File: src/rtl/hid_mem_arbiter.sv
// Arbitrates one HID memory port among NREQ request/grant masters and routes read responses back.
// Define HID_ARB_RR_EN for round-robin arbitration; the default build uses fixed priority (index 0 highest).
module hid_mem_arbiter #(
  parameter int NREQ       = 3,
  parameter int ADDR_WIDTH = 18,
  parameter int DATA_WIDTH = 64,
  parameter int RD_LATENCY = 1
) (
  input  logic                             clk_i,
  input  logic                             rst,
  input  logic [NREQ-1:0]                  req_i,
  input  logic [NREQ-1:0]                  we_i,
  input  logic [NREQ*ADDR_WIDTH-1:0]       addr_i,
  input  logic [NREQ*DATA_WIDTH/8-1:0]     be_i,
  input  logic [NREQ*DATA_WIDTH-1:0]       wdata_i,
  output logic [NREQ-1:0]                  gnt_o,
  output logic [NREQ-1:0]                  rvalid_o,
  output logic [DATA_WIDTH-1:0]            rdata_o,
  output logic                             hid_en,
  output logic [DATA_WIDTH/8-1:0]          hid_we,
  output logic [ADDR_WIDTH-1:0]            hid_addr,
  output logic [DATA_WIDTH-1:0]            hid_wrdata,
  input  logic [DATA_WIDTH-1:0]            hid_rddata
);

  localparam int BE_WIDTH = DATA_WIDTH / 8;
  localparam int IDX_W    = (NREQ > 1) ? $clog2(NREQ) : 1;

  logic             any_req;
  logic [IDX_W-1:0] win_idx;

  assign any_req = |req_i;

`ifdef HID_ARB_RR_EN
  logic [IDX_W-1:0] last_q, last_d;
  logic             found;
  int               cand;

  // Search starts just after the previous winner, so index 0 leads when last_q wraps at NREQ-1.
  always_comb begin
    win_idx = '0;
    found   = 1'b0;
    cand    = 0;
    for (int off = 1; off <= NREQ; off++) begin
      cand = (int'(last_q) + off) % NREQ;
      if (!found && req_i[cand]) begin
        found   = 1'b1;
        win_idx = IDX_W'(cand);
      end
    end
  end

  always_comb begin
    last_d = any_req ? win_idx : last_q;
  end

  always_ff @(posedge clk_i) begin
    if (rst) begin
      last_q <= IDX_W'(NREQ - 1);
    end else begin
      last_q <= last_d;
    end
  end
`else
  always_comb begin
    win_idx = '0;
    for (int i = NREQ - 1; i >= 0; i--) begin
      if (req_i[i]) begin
        win_idx = IDX_W'(i);
      end
    end
  end
`endif

  always_comb begin
    gnt_o      = '0;
    hid_en     = any_req;
    hid_we     = '0;
    hid_addr   = '0;
    hid_wrdata = '0;
    for (int i = 0; i < NREQ; i++) begin
      gnt_o[i] = any_req && (win_idx == IDX_W'(i));
    end
    if (any_req) begin
      hid_addr   = addr_i[int'(win_idx)*ADDR_WIDTH +: ADDR_WIDTH];
      hid_wrdata = wdata_i[int'(win_idx)*DATA_WIDTH +: DATA_WIDTH];
      if (we_i[win_idx]) begin
        hid_we = be_i[int'(win_idx)*BE_WIDTH +: BE_WIDTH];
      end
    end
  end

  // Every grant, read or write, travels down the pipe so responses come back in issue order.
  logic [RD_LATENCY-1:0] vld_q, vld_d;
  logic [IDX_W-1:0]      own_q [RD_LATENCY];
  logic [IDX_W-1:0]      own_d [RD_LATENCY];

  always_comb begin
    vld_d    = '0;
    own_d    = '{default: '0};
    vld_d[0] = any_req;
    own_d[0] = win_idx;
    for (int s = 1; s < RD_LATENCY; s++) begin
      vld_d[s] = vld_q[s-1];
      own_d[s] = own_q[s-1];
    end
  end

  always_ff @(posedge clk_i) begin
    if (rst) begin
      vld_q <= '0;
      own_q <= '{default: '0};
    end else begin
      vld_q <= vld_d;
      own_q <= own_d;
    end
  end

  always_comb begin
    rvalid_o = '0;
    rdata_o  = '0;
    if (vld_q[RD_LATENCY-1] && !rst) begin
      for (int i = 0; i < NREQ; i++) begin
        rvalid_o[i] = (own_q[RD_LATENCY-1] == IDX_W'(i));
      end
      rdata_o = hid_rddata;
    end
  end

endmodule

File: config.mk
export PLATFORM = sky130hd
export DESIGN_NAME = hid_mem_arbiter
export DESIGN_NICKNAME = d
export VERILOG_FILES = /design/src/rtl/hid_mem_arbiter.sv
export SDC_FILE = /design/constraint.sdc
export NUM_CORES = 1
export LEC_CHECK = 0
export BUFFER_PORTS_ARGS = -buffer_cell sky130_fd_sc_hd__buf_2
export CORE_AREA = 4 4 193 195
export CTS_CLUSTER_DIAMETER = 60
export DETAILED_ROUTE_END_ITERATION = 7
export DIE_AREA = 0 0 197 199
export SLEW_MARGIN = 20
export SYNTH_ARGS = -nofsm -noshare
export SYNTH_HDL_FRONTEND = slang
export SYNTH_SLANG_ARGS = --single-unit
export TNS_END_PERCENT = 100
File: constraint.sdc
create_clock -name clk_i -period 1.6 [get_ports clk_i]
set_input_delay 0.24 -clock clk_i [delete_from_list [all_inputs] [get_ports clk_i]]
set_output_delay 0.24 -clock clk_i [all_outputs]
set_load 0.05 [all_outputs]
* After elaboration in Yosys (flattened, before gate mapping) *
Index checks and enable logic that the tools add are counted.

storage, ports and cells
  bits in registers = 3
  input port bits = 342
  output and inout port bits = 161
  logic and storage cells = 30

cells by class
  $mul = 1
  order comparisons = 1
  equal/unequal tests = 4
  shifts and indexed selects = 3
  multiplexer cells = 11
  reduce and logical (&&, ||, !) cells = 8

operators with widths
  cell                                                  count
  indexed part select 192 x 9 -> 64 bit                 1
  2-to-1 mux 64 bit                                     2
  indexed part select 54 x 8 -> 18 bit                  1
  indexed part select 24 x 6 -> 8 bit                   1
  2-to-1 mux 18 bit                                     1
  2-to-1 mux 8 bit                                      2
  multiplier 2 x 4 -> 6 bit (second input constant)     1
  2-to-1 mux 2 bit                                      3
  equality test 2 x 1 -> 1 bit (second input constant)  2
  equality test 2 bit (second input constant)           2
  logical AND 1 bit                                     4
  zero test 2 bit                                       2
  < comparator 2 x 3 -> 1 bit (second input constant)   1
  2-to-1 mux 3 bit                                      1
  OR reduction 3 bit                                    1
  binary-select mux 1 bit (select 2 bit)                1
  zero test 1 bit                                       1
  2-to-1 mux 1 bit                                      1

* Logic depth before layout (Yosys ltp) *
Gate-level depths: netlist (run 1).

  depth after elaboration = 7
  gate-level depth with buffers = 6
  depth with buffers taken out = 3

* Least setup slack after synthesis (run 1) *
OpenSTA, ideal clock, no wires.

  path type = input port to output port
  start = in req_i[0]
  end = out hid_we[0]
  arrival = 2153 ps
  required time = 1360 ps
  path slack = -793 ps
  stages = 5
  path buffers = 3
  cell sequence = buf_6 -> or3b_1 -> buf_6 -> buf_6 -> a211oi_1

between the ends
  longest elaborated chain between the ends = 5
  elaborated cells on any way between the ends = 7
  classes of those cells = shift: 1; mux: 5; reduce/logical: 1

RTL lines
  what                                                                         RTL line  text
  from (decl)                                                                  11        input logic [NREQ-1:0] req_i,
  branches (longest 4 deep; another with indexed part select 24 x 6 -> 8 bit)  -
  2-to-1 mux 8 bit *                                                           84        if (any_req) begin
  to (decl)                                                                    20        output logic [DATA_WIDTH/8-1:0] hid_we,

Every way passes the cells marked *. The select of a mux whose other input is x is not followed.

* Final worst setup path (run 1) *
Same ends and word-level chain as after synthesis.

==> key figures, run 1 <==
Power and ir drop
  – Net switching power: 1.98 mW
  – Total power: 3.77 mW
  – Logic pwr share: 0.874
  – VDD IR max: 0.000268 V
  – P per Cell Area: 461 mW/mm^2
  – Clk pwr share: 0.104
  – Sequential Power Share: 0.022
  – Switching share of power: 0.524
  – Int Pwr: 1.80 mW
  – Static Leak: 3.86 nW

Setup path
  – Critical Path AT: 1370 ps
  – Crit path cell chain: clkbuf_16 > or3b_4 > buf_12 > a211oi_4 > buf_6
  – CP delay by family, top: buffers and inverters
  – CP bufs+invs: 3
  – WS Path Type: in2out
  – Slowest stage cell, crit path: or3b_4
  – Critical Path Fanout Max: 11
  – Data required time at the worst endpoint: 1360 ps
  – Crit path launch: req_i[0]
  – Crit. End Element: primary output
  – Critical path startpoint category: primary input
  – Max incr delay on CP: 400 ps

Timing
  – RSZ-0062 raised after global routing: yes
  – Final Cycle Share: 1.01
  – Fin. Hold Viols: 0
  – Fmax: 620 MHz
  – Setup slack after layout: -11.7 ps
  – Setup TNS: -25.7 ps
  – Hold WS: 342 ps
  – Worst slew margin: 0.771
  – Final setup fails: 3
  – Fin crit period: 1610 ps
  – Worst-Margin Slew: 334 ps
  – Max-slew violations: 0

Yosys
  – Unique cell type count in the Yosys netlist: 23
  – Flops & latches, synth: 3
  – Post-synthesis sequential area ratio: 0.0261
  – Warnings, synthesis: 0
  – Syn Nets: 746
  – Avg Inst Size Synth: 5.70 um^2
  – Syn Std Cell Area: 0.00230 mm^2
  – Synth Instances: 404

Placement
  – Post-placement cell count: 1,347
  – Dpl ws: -176 ps
  – Post-DP Area: 0.00659 mm^2
  – IO buf count: 502
  – Hpwl dp: 18.0 mm
  – Placer congestion estimate: 0.864

Clocking
  – CTS buffer count: 3
  – # clock sinks: 3
  – Clock Tree Buf Depth: 2
  – Reg clk slew, reported paths: 30 ps
  – TritonCTS clock tree: built
  – CTS Root Cell: clkbuf_16
  – Max H-tree Level: 1

Global routing
  – Tot GR Track Use: 0.100
  – First-pass GRT wire length: 30.6 mm
  – Largest net degree at the start of global routing: 65
  – Vias in the first global route: 5,310
  – Global route overflow: 0
  – Initial antenna violation count: 2

Floorplanning
  – Core ar.: 0.0354 mm^2
  – Starting Density: 0.0651
  – Die width: 197 um
  – # IOs: 503
  – Die Area: 0.0392 mm^2
  – Die Ht: 199 um
  – Num rows: 69

Route
  – Met2 routed WL: 13.7 mm
  – Drt pass-1 iters: 4
  – M1 WL: 7.93 mm
  – Highest metal used: met4
  – DR vias/cell: 3.84
  – Final wirelength: 24.6 mm
  – Vias: 5,267
  – Routed Antenna Nets: 0
  – Detailed Route Iter0 Violations: 116
  – Drt wl/cell: 17.9 um
  – # DRC: 0
  – Met3 wire len: 2.14 mm

Cells and area
  – Leading cell type in the layout, fill and taps excluded: buf_2
  – Layout cells sized above 1: 0.805
  – Final instance area: 0.00819 mm^2
  – Final net count: 1,252
  – Commonest non-fill, non-tap cells in the layout: buf_2 (343), nand2_1 (82), buf_4 (66)
  – Post-route insts no fill: 1,372
  – Post-Route Utilization: 0.231
  – Layout area overhead: 255%

Run status
  – Failing checks: negative setup slack
  – Status: finished, violations left

Hold path
  – Worst hold-check path type: in2reg
  – Hold Crit Start: rst

Flow run
  – Max-cap violation count: 0
layout make-up:
cell class | instances | area (um^2)
repair buffers | 549 | 4440
fillers | 3838 | 27200
diodes | 2 | 5.00
multi-input cells | 350 | 3010
inverters | 3 | 11.3
well taps | 461 | 577
clock buffers | 4 | 78.8
flip-flops and latches | 3 | 61.3
final timing paths:
check             depth (start not counted)                to  slack [ps]
setup / recovery                          5         hid_we[0]         -10
hold / removal                            3  vld_q$_SDFF_PP0_         340
state kept, by name (all words and copies together), names as in the netlist:
signal  count
own_q       2
vld_q       1
power groups by stage:
| stage | Combinational [mW] | Clock, mW | Sequential (mW) |
|---|---|---|---|
| finish | 3.30 | 0.393 | 0.0813 |
| global route | 3.46 | 0.405 | 0.0818 |
| CTS | 3.11 | 0.395 | 0.0809 |
| detailed placement | 2.74 | 0 | 0.0818 |
| global placement | 2.72 | 0 | 0.0817 |
| floorplan | 1.67 | 0 | 0.0811 |
layer usage:
layer | up-vias | global-route usage
met4 | 0 | 0.0270
met1 | 2423 | 0.102
met5 | - | 0
met3 | 32 | 0.0224
met2 | 344 | 0.202
li1 | 2468 | -
cells by family (layout without fill, tap and decap cells):
kind of cell           after synthesis  count (layout)  share of synthesized area
AO/OA/AOI/OAI                      174             174                      0.477
other                                0               2                          0
flip-flops                           3               3                     0.0261
AND/OR/NAND/NOR                    167             168                      0.356
multiplexers                         8               8                     0.0347
buffers and inverters               52             556                      0.106
repair_timing:
| action | in CTS | in global routing |
|---|---|---|
| setup endpoints to repair | 142 | 141 |
| pin swaps | 20 | 24 |
| setup buffers | 4 | 3 |
| gates cloned | 5 | 9 |
| hold buffers | 0 | 0 |
| gates resized for setup | 219 | 136 |
synthesized netlist by cell type, drive strengths merged:
master | instances | area [um^2]
a211oi | 8 | 60.1
a21oi | 1 | 5.00
a22o | 1 | 8.76
a22oi | 82 | 616
and2 | 64 | 400
buf | 19 | 121
clkbuf | 30 | 113
dfxtp | 3 | 60.1
inv | 3 | 11.3
mux2i | 8 | 80.1
nand2 | 82 | 308
nand2b | 2 | 12.5
nand3b | 1 | 7.51
nor2 | 10 | 37.5
nor2b | 3 | 18.8
nor3 | 1 | 5.00
nor3b | 2 | 15.0
o21ai | 82 | 410
or3 | 1 | 6.26
or3b | 1 | 8.76
(Power assumes the default switching activity.)
==> run 2, diff against run 1 <==
--- a/config.mk
+++ b/config.mk
@@ -6,10 +6,12 @@
 export NUM_CORES = 1
 export LEC_CHECK = 0
 export BUFFER_PORTS_ARGS = -buffer_cell sky130_fd_sc_hd__buf_2
+export CAP_MARGIN = 20
 export CORE_AREA = 4 4 193 195
 export CTS_CLUSTER_DIAMETER = 60
 export DETAILED_ROUTE_END_ITERATION = 7
 export DIE_AREA = 0 0 197 199
+export PLACE_DENSITY = 0.3
 export SLEW_MARGIN = 20
 export SYNTH_ARGS = -nofsm -noshare
 export SYNTH_HDL_FRONTEND = slang
==> key figures, run 2 (synthesized netlist as in run 1, its figures left out) <==
Clocking
  – Reg clk slew, reported paths: 30 ps (about the same)
  – TritonCTS clock tree: built (unchanged)
  – Max H-tree Level: 1 (unchanged)
  – Hold bufs inserted after CTS: 0 (unchanged)
  – Clock Tree Buf Depth: 2 (unchanged)
  – CTS buffer count: 3 (unchanged)
  – # clock sinks: 3 (unchanged)
  – CTS Root Cell: clkbuf_16 (unchanged)

Timing
  – Fin crit period: 1630 ps (was 1610 ps)
  – Fin. Hold Viols: 0 (unchanged)
  – RSZ-0062 raised after global routing: yes (unchanged)
  – Setup TNS: -214 ps (was -25.7 ps)
  – Final setup fails: 9 (was 3)
  – Fmax: 612 MHz (was 620 MHz)
  – Max-slew violations: 0 (unchanged)
  – Worst slew margin: 0.809 (was 0.771)
  – Final Cycle Share: 1.02 (was 1.01)
  – Worst-Margin Slew: 279 ps (was 334 ps)
  – Setup slack after layout: -34.0 ps (was -11.7 ps)

Power and ir drop
  – P per Cell Area: 464 mW/mm^2 (was 461 mW/mm^2)
  – Logic pwr share: 0.865 (was 0.874)
  – Total power: 3.52 mW (was 3.77 mW)
  – VDD IR max: 0.000237 V (was 0.000268 V)
  – Switching share of power: 0.533 (was 0.524)
  – Int Pwr: 1.64 mW (was 1.80 mW)
  – Clk pwr share: 0.112 (was 0.104)
  – Net switching power: 1.88 mW (was 1.98 mW)
  – Sequential Power Share: 0.023 (was 0.022)
  – Static Leak: 3.66 nW (was 3.86 nW)

Setup path
  – Slowest stage cell, crit path: or3b_4 (unchanged)
  – Critical Path End: hid_we[6] (was hid_we[0])
  – Crit path cell chain: buf_12 > or3b_4 > buf_12 > a211oi_4 > buf_6 (was clkbuf_16 > or3b_4 > buf_12 > a211oi_4 > buf_6)
  – Max incr delay on CP: 450 ps (was 400 ps)
  – Critical Path AT: 1390 ps (was 1370 ps)
  – WS Path Type: in2out (unchanged)
  – Cell mode on critical path: buf_12
  – Crit path launch: req_i[1] (was req_i[0])
  – Critical path startpoint category: primary input (unchanged)
  – Critical Path Fanout Max: 9 (was 11)
  – Data required time at the worst endpoint: 1360 ps (about the same)
  – Crit. End Element: primary output (unchanged)

Cells and area
  – Layout area overhead: 229% (was 255%)
  – Layout cells sized above 1: 0.729 (was 0.805)
  – Post-Route Utilization: 0.214 (was 0.231)
  – Leading cell type in the layout, fill and taps excluded: buf_2 (unchanged)
  – Filler cells: 3,997 (was 3,838)
  – Max FFs per register: 2 (unchanged)
  – Ant diodes: 0 (was 2)
  – Final net count: 1,242 (was 1,252)
  – Largest registers: own_q (2), vld_q (1) (unchanged)
  – Top reg by flops: own_q (unchanged)
  – Commonest non-fill, non-tap cells in the layout: buf_2 (344), nand2_1 (82), buf_6 (76) (was buf_2 (343), nand2_1 (82), buf_4 (66))

Route
  – Final wirelength: 23.2 mm (was 24.6 mm)
  – Met2 routed WL: 12.9 mm (was 13.7 mm)
  – DR vias/cell: 3.74 (was 3.84)
  – Detailed Route Iter0 Violations: 89 (was 116)
  – Met3 wire len: 2.39 mm (was 2.14 mm)
  – Drt pass-1 iters: 4 (unchanged)
  – Routed Antenna Nets: 0 (unchanged)
  – Highest metal used: met4 (unchanged)
  – Drt wl/cell: 17.0 um (was 17.9 um)
  – # DRC: 0 (unchanged)
  – Vias: 5,088 (was 5,267)
  – M1 WL: 7.46 mm (was 7.93 mm)

Global routing
  – Largest net degree at the start of global routing: 65 (unchanged)
  – First-pass GRT wire length: 31.1 mm (was 30.6 mm)
  – Initial antenna violation count: 0 (was 2)
  – Tot GR Track Use: 0.103 (was 0.100)
  – Vias in the first global route: 5,277 (was 5,310)
  – Global route overflow: 0 (unchanged)

Floorplanning
  – Starting Density: 0.0651 (unchanged)
  – Num rows: 69 (unchanged)
  – Die Area: 0.0392 mm^2 (unchanged)
  – # IOs: 503 (unchanged)
  – Core ar.: 0.0354 mm^2 (unchanged)
  – Die width: 197 um (unchanged)
  – Die Ht: 199 um (unchanged)

Placement
  – Hpwl dp: 19.4 mm (was 18.0 mm)
  – IO buf count: 502 (unchanged)
  – Placer congestion estimate: 0.781 (was 0.864)

Run status
  – Failing checks: negative setup slack (unchanged)
  – Status: finished, violations left (unchanged)

Hold path
  – Worst hold-check path type: in2reg (unchanged)

Flow run
  – Max-cap violation count: 0 (unchanged)
-- run 2: cell count changes in the layout (fill, tap and decap cells not counted), sizes merged --
cell	change
buf	-10
diode	-2
clkbuf	+1
nand2b	-1
-- run 2: worst min-delay path by stage --
stage | start | to | slack, ps | cells after the start
4_1_cts | rst | own_q[1]$_SDFF_PP0_ | 340 | 3
5_1_grt | rst | own_q[0]$_SDFF_PP0_ | 350 | 3
3_5_place_dp | rst | vld_q$_SDFF_PP0_ | 570 | 3
3_3_place_gp | rst | vld_q$_SDFF_PP0_ | 570 | 3
2_1_floorplan | rst | vld_q$_SDFF_PP0_ | 310 | 1
6_report | rst | own_q[1]$_SDFF_PP0_ | 340 | 3
-- run 2: power by group through the flow --
stage	combinational, mW	clock [mW]	sequential [mW]
finish	3.05	0.394	0.0806
global route	3.22	0.405	0.0813
CTS	2.95	0.398	0.0807
detailed placement	2.70	0	0.0817
global placement	2.71	0	0.0817
floorplan	1.67	0	0.0811
-- run 2: area by class of cell --
class / instances / area [um^2] / share of cell area
timing repair buffer: 540 / 4070 / 0.537
multi-input combinational: 349 / 2780 / 0.367
tap: 461 / 577 / 0.0761
clock buffer: 4 / 78.8 / 0.0104
sequential: 3 / 60.1 / 0.00792
inverter: 3 / 11.3 / 0.00149
-- run 2: critical path: cells and delay by family --
| family | cells | cell delay (ps) |
|---|---|---|
| buffers and inverters | 3 | 480 |
| AOI/OAI and AO/OA | 1 | 220 |
| and+or+nand+nor | 1 | 450 |
-- run 2: stage by stage --
stage | setup slack [ps] | area, um^2 | hold WS, ps | cells
after detailed placement | -174 | 6490 | 569 | 1348
after global routing | -67.7 | 7580 | 350 | 1360
after floorplan | -209 | 2970 | 312 | 404
after global placement | -175 | 6490 | 575 | 1348
after CTS | -80.3 | 7160 | 340 | 1356
final | -34.0 | 7580 | 336 | 1360
-- run 2: timing repair --
item / 4_1_cts / 5_1_grt
pin swaps: 3 / 5
setup buffers: 1 / 2
setup endpoints to repair: 82 / 107
gates resized for setup: 155 / 162
cloned: 3 / 2
-- run 2: metal layers --
metal / track usage / up-vias
met5: 0 / -
met4: 0.0205 / 0
met3: 0.0322 / 24
met2: 0.209 / 314
met1: 0.101 / 2304
li1: - / 2446
